## src/rtl/vec_pkg.sv

```systemverilog
// Shared definitions for the vector ALU sequencer: element widths, chunk
// geometry, sequencer states and the vec_alu opcode constants.
package vec_pkg;

    localparam int CHUNK_W     = 128;
    localparam int CHUNK_BYTES = 16;

    typedef enum logic [2:0] {
        E8  = 3'd0,
        E16 = 3'd1,
        E32 = 3'd2,
        E64 = 3'd3
    } vsew_e;

    typedef enum logic [2:0] {
        IDLE,
        RD,
        EXEC,
        WB,
        FIN
    } seq_state_e;

    localparam logic [5:0] OP_VADD = 6'b000000;
    localparam logic [5:0] OP_VAND = 6'b001001;
    localparam logic [5:0] OP_VOR  = 6'b001010;
    localparam logic [5:0] OP_VXOR = 6'b001011;

    // Maximum element count of one register group for a legal element width.
    function automatic int unsigned vlmax_elems(input int unsigned vlen, input logic [1:0] vsew);
        return (vlen / 8) >> vsew;
    endfunction

endpackage

```

## src/rtl/vec_tail_mask.sv

```systemverilog
// Converts the number of bytes still to be written in the current chunk into
// a byte-enable mask; full chunks get every byte, the tail chunk only its
// leading bytes so that bytes past vl are left undisturbed.
module vec_tail_mask
    import vec_pkg::*;
#(
    parameter int REM_W = 7
) (
    input  logic [REM_W-1:0]       rem,
    output logic [CHUNK_BYTES-1:0] mask
);

    // Saturate to a full mask once at least one whole chunk remains.
    always_comb begin
        if (rem >= REM_W'(CHUNK_BYTES)) begin
            mask = '1;
        end else begin
            mask = (CHUNK_BYTES'(1) << rem[3:0]) - CHUNK_BYTES'(1);
        end
    end

endmodule

```

## src/rtl/vec_alu_seq.sv

```systemverilog
// Streams one vector instruction over a full register group, one 128-bit
// chunk at a time: read vs1/vs2 chunk, run the shared vec_alu, write the
// result chunk back with a tail byte mask, then report completion.
module vec_alu_seq
    import vec_pkg::*;
#(
    parameter int VLEN = 512
) (
    input  logic                                 clk,
    input  logic                                 reset,
    input  logic                                 in_valid,
    output logic                                 in_ready,
    input  logic [5:0]                           in_opcode,
    input  logic [4:0]                           in_vs1,
    input  logic [4:0]                           in_vs2,
    input  logic [4:0]                           in_vd,
    input  logic [2:0]                           in_vsew,
    input  logic [$clog2(VLEN/8):0]              in_vl,
    output logic [4+$clog2(VLEN/CHUNK_W):0]      rf_raddr1,
    output logic [4+$clog2(VLEN/CHUNK_W):0]      rf_raddr2,
    input  logic [CHUNK_W-1:0]                   rf_rdata1,
    input  logic [CHUNK_W-1:0]                   rf_rdata2,
    output logic                                 rf_we,
    output logic [4+$clog2(VLEN/CHUNK_W):0]      rf_waddr,
    output logic [CHUNK_W-1:0]                   rf_wdata,
    output logic [CHUNK_BYTES-1:0]               rf_wmask,
    output logic [5:0]                           alu_opcode,
    output logic [2:0]                           alu_vsew,
    output logic                                 alu_run,
    output logic [CHUNK_W-1:0]                   alu_vs1,
    output logic [CHUNK_W-1:0]                   alu_vs2,
    input  logic [CHUNK_W-1:0]                   alu_vd,
    input  logic                                 alu_done,
    output logic                                 busy,
    output logic                                 out_done,
    output logic                                 out_err
);

    localparam int NCHUNK = VLEN / CHUNK_W;
    localparam int CIDX_W = $clog2(NCHUNK);
    localparam int VLW    = $clog2(VLEN/8) + 1;
    localparam int NCH_W  = CIDX_W + 1;

    seq_state_e        state;
    logic [4:0]        vs1_q;
    logic [4:0]        vs2_q;
    logic [4:0]        vd_q;
    logic [VLW-1:0]    total_q;
    logic [NCH_W-1:0]  nchunks_q;
    logic [CIDX_W-1:0] k;
    logic              exec_first;

    logic [VLW-1:0]    vlmax;
    logic [VLW-1:0]    vl_eff;
    logic [VLW-1:0]    total_bytes;
    logic [VLW:0]      total_round;
    logic [NCH_W-1:0]  nchunks;
    logic [VLW-1:0]    rem_bytes;
    logic [CHUNK_BYTES-1:0] tail_mask;
    logic [NCH_W-1:0]  k_next;

    // Clamp the offered vl to VLMAX and size the instruction in bytes and chunks.
    always_comb begin
        vlmax       = VLW'(vlmax_elems(VLEN, in_vsew[1:0]));
        vl_eff      = (in_vl > vlmax) ? vlmax : in_vl;
        total_bytes = vl_eff << in_vsew[1:0];
        total_round = {1'b0, total_bytes} + (VLW+1)'(CHUNK_BYTES - 1);
        nchunks     = NCH_W'(total_round >> 4);
    end

    assign rem_bytes = total_q - VLW'({k, 4'b0000});
    assign k_next    = NCH_W'(k) + NCH_W'(1);

    vec_tail_mask #(
        .REM_W (VLW)
    ) u_tail_mask (
        .rem  (rem_bytes),
        .mask (tail_mask)
    );

    // Sequencer FSM: all handshake, VRF and ALU-facing outputs are registered here.
    always_ff @(posedge clk) begin
        if (reset) begin
            state      <= IDLE;
            in_ready   <= 1'b1;
            busy       <= 1'b0;
            rf_we      <= 1'b0;
            alu_run    <= 1'b0;
            out_done   <= 1'b0;
            out_err    <= 1'b0;
            rf_raddr1  <= '0;
            rf_raddr2  <= '0;
            rf_waddr   <= '0;
            rf_wdata   <= '0;
            rf_wmask   <= '0;
            alu_opcode <= '0;
            alu_vsew   <= '0;
            alu_vs1    <= '0;
            alu_vs2    <= '0;
            vs1_q      <= '0;
            vs2_q      <= '0;
            vd_q       <= '0;
            total_q    <= '0;
            nchunks_q  <= '0;
            k          <= '0;
            exec_first <= 1'b0;
        end else begin
            rf_we    <= 1'b0;
            out_done <= 1'b0;
            out_err  <= 1'b0;
            case (state)
                IDLE: begin
                    if (in_valid && in_ready) begin
                        in_ready   <= 1'b0;
                        busy       <= 1'b1;
                        alu_opcode <= in_opcode;
                        alu_vsew   <= in_vsew;
                        vs1_q      <= in_vs1;
                        vs2_q      <= in_vs2;
                        vd_q       <= in_vd;
                        total_q    <= total_bytes;
                        nchunks_q  <= nchunks;
                        k          <= '0;
                        if (in_vsew > E64) begin
                            state    <= FIN;
                            out_done <= 1'b1;
                            out_err  <= 1'b1;
                        end else if (in_vl == '0) begin
                            state    <= FIN;
                            out_done <= 1'b1;
                        end else begin
                            state     <= RD;
                            rf_raddr1 <= {in_vs1, CIDX_W'(0)};
                            rf_raddr2 <= {in_vs2, CIDX_W'(0)};
                        end
                    end
                end
                RD: begin
                    state      <= EXEC;
                    alu_run    <= 1'b1;
                    exec_first <= 1'b1;
                end
                EXEC: begin
                    if (exec_first) begin
                        alu_vs1    <= rf_rdata1;
                        alu_vs2    <= rf_rdata2;
                        exec_first <= 1'b0;
                    end else if (alu_done) begin
                        alu_run  <= 1'b0;
                        rf_we    <= 1'b1;
                        rf_waddr <= {vd_q, k};
                        rf_wdata <= alu_vd;
                        rf_wmask <= tail_mask;
                        state    <= WB;
                    end
                end
                WB: begin
                    if (k_next < nchunks_q) begin
                        k         <= k_next[CIDX_W-1:0];
                        rf_raddr1 <= {vs1_q, k_next[CIDX_W-1:0]};
                        rf_raddr2 <= {vs2_q, k_next[CIDX_W-1:0]};
                        state     <= RD;
                    end else begin
                        state    <= FIN;
                        out_done <= 1'b1;
                    end
                end
                FIN: begin
                    state    <= IDLE;
                    in_ready <= 1'b1;
                    busy     <= 1'b0;
                end
                default: begin
                    state    <= IDLE;
                    in_ready <= 1'b1;
                    busy     <= 1'b0;
                    alu_run  <= 1'b0;
                end
            endcase
        end
    end

endmodule

```

## config.mk

```make
export PLATFORM = sky130hd
export DESIGN_NAME = vec_alu_seq
export DESIGN_NICKNAME = d
export VERILOG_FILES = /design/src/rtl/vec_pkg.sv /design/src/rtl/vec_tail_mask.sv /design/src/rtl/vec_alu_seq.sv
export SDC_FILE = /design/constraint.sdc
export NUM_CORES = 1
export LEC_CHECK = 0
export BUFFER_PORTS_ARGS = -buffer_cell sky130_fd_sc_hd__buf_2
export CORE_AREA = 2 2 330 332
export DETAILED_ROUTE_END_ITERATION = 10
export DIE_AREA = 0 0 332 334
export MAX_ROUTING_LAYER = met4
export PLACE_DENSITY = 0.34
export SKIP_CTS_REPAIR_TIMING = 1
export SYNTH_ARGS = -nofsm -noshare
export SYNTH_HDL_FRONTEND = slang
export SYNTH_SLANG_ARGS = --single-unit
```

## constraint.sdc

```tcl
create_clock -name clk -period 2.26 [get_ports clk]
set_input_delay 0.113 -clock clk [delete_from_list [all_inputs] [get_ports clk]]
set_output_delay 0.113 -clock clk [all_outputs]
set_load 0.005 [all_outputs]
```

==> results of run 1 <==
## Yosys cell counts (2+ instances only)
cell type	instances
a32oi_1	2
a311oi_1	12
o2111ai_1	2
o21ai_0	18
nand2_1	872
buf_2	57
and3_1	5
a21oi_1	430
dfxtp_1	465
nor3_1	12
buf_4	5
and2_1	2
ha_1	9
a22oi_1	5
or4_1	2
buf_1	4
clkbuf_1	99
nand3_1	6
o21a_1	2
nor2_2	2
xnor2_1	3
o22ai_1	3
nor4_1	3
xor2_1	3
a2111oi_0	2
nor2_1	53
nor2b_1	2
a211oi_1	8
inv_1	16
mux2i_1	3
## layout make-up
cell class | instances | area, µm² | share of cell area
Antenna cell | 6 | 15.01 | 0.0005178
Sequential cell | 465 | 9309 | 0.3210
Tap cell | 1414 | 1769 | 0.06101
Timing Repair Buffer | 1338 | 9156 | 0.3157
Inverter | 17 | 63.81 | 0.002200
Clock buffer | 98 | 1834 | 0.06325
Multi-Input combinational cell | 1483 | 6683 | 0.2304
Clock inverter | 10 | 168.9 | 0.005825
## worst register-to-register path: stages, from the launching register on
cell	delay, ns
dfxtp_1	0.34
inv_1	0.05
or4_1	0.52
ha_1	0.26
buf_4	0.15
nand2b_1	0.10
nand2_1	0.06
a2111oi_1	0.40
nor3_1	0.08
## kinds of logic (layout without fill, tap and decap cells)
logic type | Yosys count | count (layout)
other cells | 0 | 6
compound gates | 494 | 494
mux | 4 | 4
flops | 465 | 465
buf+inv | 182 | 1463
fa+ha+maj | 10 | 10
simple gates | 969 | 969
xor+xnor | 6 | 6
## worst min-delay path by stage
stage	start	endpoint	slack, ns
floorplan	in_vd[0]	vd_q[0]	0.25
global placement	rf_rdata2[55]	alu_vs2[55]	0.36
detailed placement	rf_rdata1[49]	alu_vs1[49]	0.36
CTS	rf_rdata1[43]	alu_vs1[43]	-0.36
global route	in_vl[1]	total_q[2]	0.04
finish	in_vl[1]	total_q[2]	0.05
## layer usage
layer	vias to the layer above	wire, µm	GRT usage	share of wire
met2	584	39150	0.2320	0.49
met3	114	5598	0.04679	0.069
met4	0	1829	0.03849	0.023
li1	9414	-	-	-
met1	8592	34090	0.1588	0.42
met5	-	0	-	0
## metrics by stage
stage / instance area, µm² / utilization
floorplan: 16720 / -
global placement: 22870 / 0.2122
detailed placement: 22870 / 0.2122
CTS: 24870 / 0.2308
global route: 28990 / 0.2690
finish: 29000 / 0.2690
## placed cells by master (no fill, tap or decap), drive strengths merged, types with 5 or more instances in the layout
cell           n
a211oi         9
a21oi        430
a22oi          5
a311oi        12
and3           5
buf          928
clkbuf        98
clkinv         5
dfxtp        465
diode          6
dlygate4sd3  410
ha             9
inv           18
nand2        872
nand3          6
nor2          55
nor3          13
nor4           5
o21ai         18
## report_power, final
part / switching [mW] / internal, mW
Sequential: 0.123 / 8.43
Combinational: 1.16 / 1.22
Clock: 3.83 / 5.93
## flip-flops by register name, summed over array words and instances, names as in the netlist
signal and flops:
vs2_q 5, alu_run 1, rf_wdata 128, rf_raddr1 7
state 3, vd_q 5, nchunks_q 3, alu_vs2 128
in_ready 1, busy 1, out_err 1, rf_raddr2 5
alu_opcode 6, k 2, rf_waddr 7, alu_vs1 128
rf_we 1, alu_vsew 3, exec_first 1, out_done 1
total_q 7, rf_wmask 16, vs1_q 5
==> flow_metrics.py, run 1 <==
metrics = {
    "run_status": {
        "status": "complete, no violations",
    },
    "yosys": {
        "yosysTopAreaCell": "dfxtp_1",
        "synth_warnings": 0,
        "synth_top_family_by_area": "simple AND/OR/NAND/NOR gates",
        "yosys-mux-area-fraction": 0.003143,
        "synth-edff-count": 0,
        "synth-compound-area-share": 0.1577,
        "ys.flop_type": "dfxtp_1",
        "synth-simple-area-share": 0.2251,
        "synth_seq_cells": 465,
        "yosys.area_share.adder": 0.007932,
        "netlist_area_um2": 16720,
        "synthArstFlopShare": 0,
        "ys_types": 53,
        "ys_seq_area_frac": 0.5567,
        "synthXorXnorAreaFrac": 0.003143,
        "synth_top_area_share": 0.5567,
        "syn_nets": 2559,
        "synthCells": 2130,
        "ys_top_cells_by_area": "dfxtp_1 56%, nand2_1 20%, a21oi_1 13%",
        "syn_avg_cell_area_um2": 7.850,
    },
    "die": {
        "core_area_um2": 107800,
        "die_h_um": 334,
        "rows": 121,
        "dieArea_um2": 110900,
        "die_w_um": 332,
        "initial_core_util": 0.1551,
        "pin_count": 855,
    },
    "global_route": {
        "first_global_vias": 16910,
        "antenna_found_initial": 7,
        "grt_pass1_wl_mm": 113.7,
        "globalRouteOverflowTotal": 0,
        "grt_max_degree": 77,
        "track_usage": 0.1392,
    },
    "sta": {
        "worst_hold_slack_ns": 0.04739,
        "timing.final.crit_share": 0.9270,
        "setup_slack_ns": 0.1649,
        "tightestPinTransition_ns": 0.5057,
        "min_period_ns": 2.095,
        "setup_viol": 0,
        "final-hold-violation-count": 0,
        "slew_viol_final": 0,
        "slew_headroom": 0.6629,
        "fin_tns_setup_ns": 0,
        "rsz0062_at_grt": "no",
        "skew_ns": 0.02027,
        "max_freq_mhz": 477.3,
    },
    "worst_setup_path": {
        "timing.critical_path.cells": "inv_1 -> or4_1 -> ha_1 -> buf_4 -> nand2b_1 -> nand2_1 -> a2111oi_1 -> nor3_1",
        "worst_r2r_endpoint": "rf_wmask[8]",
        "required_ns": 2.75,
        "reg2reg_from": "total_q[0]",
        "ff2ff_setup_slack_ns": 0.16,
        "critPathKind": "flop to flop",
        "slowest_delay_ns": 0.52,
        "worst_r2r_path_depth": 8,
        "arrival_ns": 2.58,
        "startpoint_type": "flop",
        "crit_path_end_kind": "flop",
        "critPathTopFamily": "simple AND/OR/NAND/NOR gates",
        "endpoint": "rf_wmask[8]",
        "startpoint": "total_q[0]",
        "critical_path.slowest_cell": "or4_1",
        "path_max_fanout": 4,
        "critical_path_buf_inv_count": 2,
        "cp.depth": 8,
    },
    "finish": {
        "area_growth_pct": 73.43,
        "fillCellCount": 11990,
        "stdcell_count": 4831,
        "drive_above_1_share": 0.3034,
        "nets": 3793,
    },
    "route": {
        "avgRoutedWirePerCell_um": 16.70,
        "postRouteAntennaNets": 0,
        "vias_per_cell": 3.872,
        "totalWireLength_mm": 80.67,
        "drt-pass1-iter-count": 7,
        "remaining_drc_errors": 0,
        "vias": 18700,
        "drt_iter0_drc": 895,
    },
    "job": {
        "max_cap_viol_count": 0,
    },
    "worst_hold_path": {
        "whs_path_depth": 5,
        "min_path_type": "input pin to flop",
    },
    "power": {
        "p_total_mw": 20.70,
        "p_per_area_nw_per_um2": 713.8,
        "peakVddDrop_mv": 0.6002,
        "p_leak_nw": 12.35,
    },
    "clocking": {
        "cts_buffer_depth": 3,
        "cts_tree": "done",
        "cts_sinks": 465,
        "h-tree-depth": 2,
        "clk_pin_slew_ns": 0.06,
        "clkLatencyLatePin_ns": 0.64,
        "root_buffer": "clkbuf_16",
        "cts_buffers": 59,
    },
    "place": {
        "gp_congestion": 0.7881,
        "dp.cells": 4307,
        "dp_worst_setup_slack_ns": 0.1283,
        "hpwl_mm": 60.00,
        "io_buffers": 854,
    },
}
No activity file was read; power rests on OpenSTA's default activity.
==> run 2: changes to the inputs <==
--- a/config.mk
+++ b/config.mk
@@ -5,10 +5,12 @@
 export SDC_FILE = /design/constraint.sdc
 export NUM_CORES = 1
 export LEC_CHECK = 0
+export ABC_AREA = 1
 export BUFFER_PORTS_ARGS = -buffer_cell sky130_fd_sc_hd__buf_2
-export CORE_AREA = 2 2 330 332
+export CORE_AREA = 2 2 331 333
+export CTS_BUF_LIST = sky130_fd_sc_hd__clkbuf_2 sky130_fd_sc_hd__clkbuf_4 sky130_fd_sc_hd__clkbuf_8
 export DETAILED_ROUTE_END_ITERATION = 10
-export DIE_AREA = 0 0 332 334
+export DIE_AREA = 0 0 333 335
 export MAX_ROUTING_LAYER = met4
 export PLACE_DENSITY = 0.34
 export SKIP_CTS_REPAIR_TIMING = 1
==> constraint.sdc (replaced) <==
create_clock -name clk -period 2.26 [get_ports clk]
set_input_delay 0.113 -clock clk [delete_from_list [all_inputs] [get_ports clk]]
set_output_delay 0.113 -clock clk [all_outputs]
set_load 0.01 [all_outputs]
==> flow_metrics.py, run 2 <==
metrics = {
    "global_route": {
        "globalRouteOverflowTotal": 0,
        "busiest_layer": "met2",
        "track_usage": 0.1411,
        "antenna_found_initial": 23,
        "first_global_vias": 17110,
        "use_met1": 0.1503,
        "grt_pass1_wl_mm": 114.6,
        "use_met2": 0.2341,
        "use_met3": 0.05459,
        "grt_max_degree": 93,
    },
    "sta": {
        "timing.final.crit_share": 0.9064,
        "setup_viol": 0,
        "max_freq_mhz": 488.2,
        "rsz0062_at_grt": "no",
        "slew_viol_final": 0,
        "fin_tns_setup_ns": 0,
        "min_period_ns": 2.048,
        "final-hold-violation-count": 1,
        "tightestPinTransition_ns": 0.6437,
        "skew_ns": 0.04949,
        "worst_hold_slack_ns": -0.01128,
        "setup_slack_ns": 0.2116,
        "slew_headroom": 0.5703,
    },
    "finish": {
        "nets": 3876,
        "stdcell_area_um2": 29080,
        "drive_above_1_share": 0.3177,
        "largest_registers": "alu_vs1 x128, alu_vs2 x128, rf_wdata x128",
        "fillCellCount": 12160,
        "final_cell_mix": "854 x buf_2, 841 x nor2_1, 465 x dfxtp_1",
        "final_util": 0.2691,
        "regArea_um2": 9309,
        "stdcell_count": 4946,
        "multi_input_area_um2": 6594,
        "area_growth_pct": 73.53,
        "mostFrequentLayoutCell": "buf_2",
    },
    "power": {
        "p_total_mw": 21.22,
        "peakVddDrop_mv": 0.3806,
        "p_per_area_nw_per_um2": 729.7,
        "clock_power_share": 0.434,
        "intPower_mw": 15.32,
        "sequentialPowerShare": 0.415,
        "p_switching_mw": 5.903,
        "p_leak_nw": 13.25,
        "switching_share": 0.2782,
        "combPwrFrac": 0.151,
    },
    "yosys": {
        "synth_seq_cells": 465,
        "netlist_area_um2": 16760,
        "yosys.area_share.adder": 0.007913,
        "synthArstFlopShare": 0,
        "synth_top_family_by_area": "simple AND/OR/NAND/NOR gates",
        "syn_avg_cell_area_um2": 7.723,
        "ys_types": 38,
        "yosysTopAreaCell": "dfxtp_1",
        "synth_top_area_share": 0.5554,
        "synth-simple-area-share": 0.2237,
        "synth-compound-area-share": 0.1592,
        "yosys-mux-area-fraction": 0,
        "ys.flop_type": "dfxtp_1",
        "synthXorXnorAreaFrac": 0.001568,
        "synthCells": 2170,
        "synth-edff-count": 0,
        "synth_warnings": 0,
        "syn_nets": 2599,
        "ys_seq_area_frac": 0.5554,
        "ys_top_cells_by_area": "dfxtp_1 56%, nor2_1 19%, o21ai_0 13%",
        "yosysMostFrequentCell": "nor2_1",
        "ys_top_cells_by_count": "841 x nor2_1, 465 x dfxtp_1, 428 x o21ai_0",
    },
    "clocking": {
        "cts_sinks": 465,
        "clk_pin_slew_ns": 0.05,
        "cts_buffer_depth": 3,
        "cts_buffers": 92,
        "root_buffer": "clkbuf_8",
        "clkLatencyLatePin_ns": 0.73,
        "cts_tree": "done",
        "h-tree-depth": 3,
    },
    "die": {
        "rows": 121,
        "die_w_um": 333,
        "core_area_um2": 108100,
        "dieArea_um2": 111600,
        "pin_count": 855,
        "die_h_um": 335,
        "initial_core_util": 0.1550,
    },
    "run_status": {
        "status": "finished, violations left",
        "violations": "negative hold slack",
    },
    "route": {
        "vias": 18820,
        "drt_iter0_drc": 799,
        "postRouteAntennaNets": 0,
        "remaining_drc_errors": 0,
        "totalWireLength_mm": 82.17,
        "vias_per_cell": 3.805,
        "drt-pass1-iter-count": 7,
        "avgRoutedWirePerCell_um": 16.61,
    },
    "place": {
        "dp_worst_setup_slack_ns": 0.1029,
        "gp_congestion": 0.7971,
        "hpwl_mm": 61.07,
        "post_dp_cell_area_um2": 22920,
        "io_buffers": 854,
        "dp.cells": 4352,
    },
    "worst_setup_path": {
        "crit_path_end_kind": "flop",
        "arrival_ns": 2.68,
        "path_max_fanout": 23,
        "startpoint_type": "flop",
        "required_ns": 2.89,
        "critPathKind": "flop to flop",
    },
    "worst_hold_path": {
        "min_path_type": "input pin to flop",
    },
    "job": {
        "max_cap_viol_count": 0,
    },
}
-- run 2: cell families (layout without fill, tap and decap cells) --
| logic type | after synthesis | count (layout) |
|---|---|---|
| and+or+nand+nor | 968 | 968 |
| buffers and inverters | 207 | 1547 |
| AOI/OAI and AO/OA | 517 | 517 |
| adders and majority gates | 10 | 10 |
| xor gates and xnor gates | 3 | 3 |
| DFF | 465 | 465 |
| other | 0 | 22 |
-- run 2: worst max-delay path, stage by stage, from the launching register on --
cell      delay, ns
dfxtp_1        0.34
ha_1           0.34
ha_1           0.28
o211ai_1       0.12
nand2_1        0.08
nand2_1        0.09
o211ai_2       0.13
a21oi_4        0.16
buf_12         0.18
o21ai_0        0.09
a31oi_1        0.15
-- run 2: final timing paths --
kind,to,slack [ns],cells past startpoint,start
min reg2reg,vd_q[4],0.45,2,vd_q[4]
max reg2reg,rf_raddr2[4],0.21,10,k[0]
min,state[0],-0.01,5,alu_done
max,rf_raddr2[4],0.21,10,k[0]
-- run 2: area by class of cell --
type	instances	share of cell area
Tap cell	1414	0.06083
Multi-Input combinational cell	1498	0.2267
Clock buffer	146	0.06242
Inverter	51	0.007184
Sequential cell	465	0.3201
Clock inverter	11	0.004861
Antenna cell	22	0.001893
Timing Repair Buffer	1339	0.3160
-- run 2: per-layer routing --
layer | routed length [µm] | part of all wire | up-vias
met5 | 0 | 0 | -
met3 | 6315 | 0.077 | 141
met1 | 32760 | 0.40 | 8519
met2 | 40810 | 0.50 | 566
met4 | 2285 | 0.028 | 0
li1 | - | - | 9596
-- run 2: power groups by stage --
stage	Clock, mW	Sequential, mW	Combinational, mW
6_report	9.21	8.80	3.21
4_1_cts	9.66	8.80	2.67
3_3_place_gp	0	8.97	2.68
3_5_place_dp	0	8.98	2.66
5_1_grt	9.99	8.85	3.60
2_1_floorplan	0	9.09	1.20
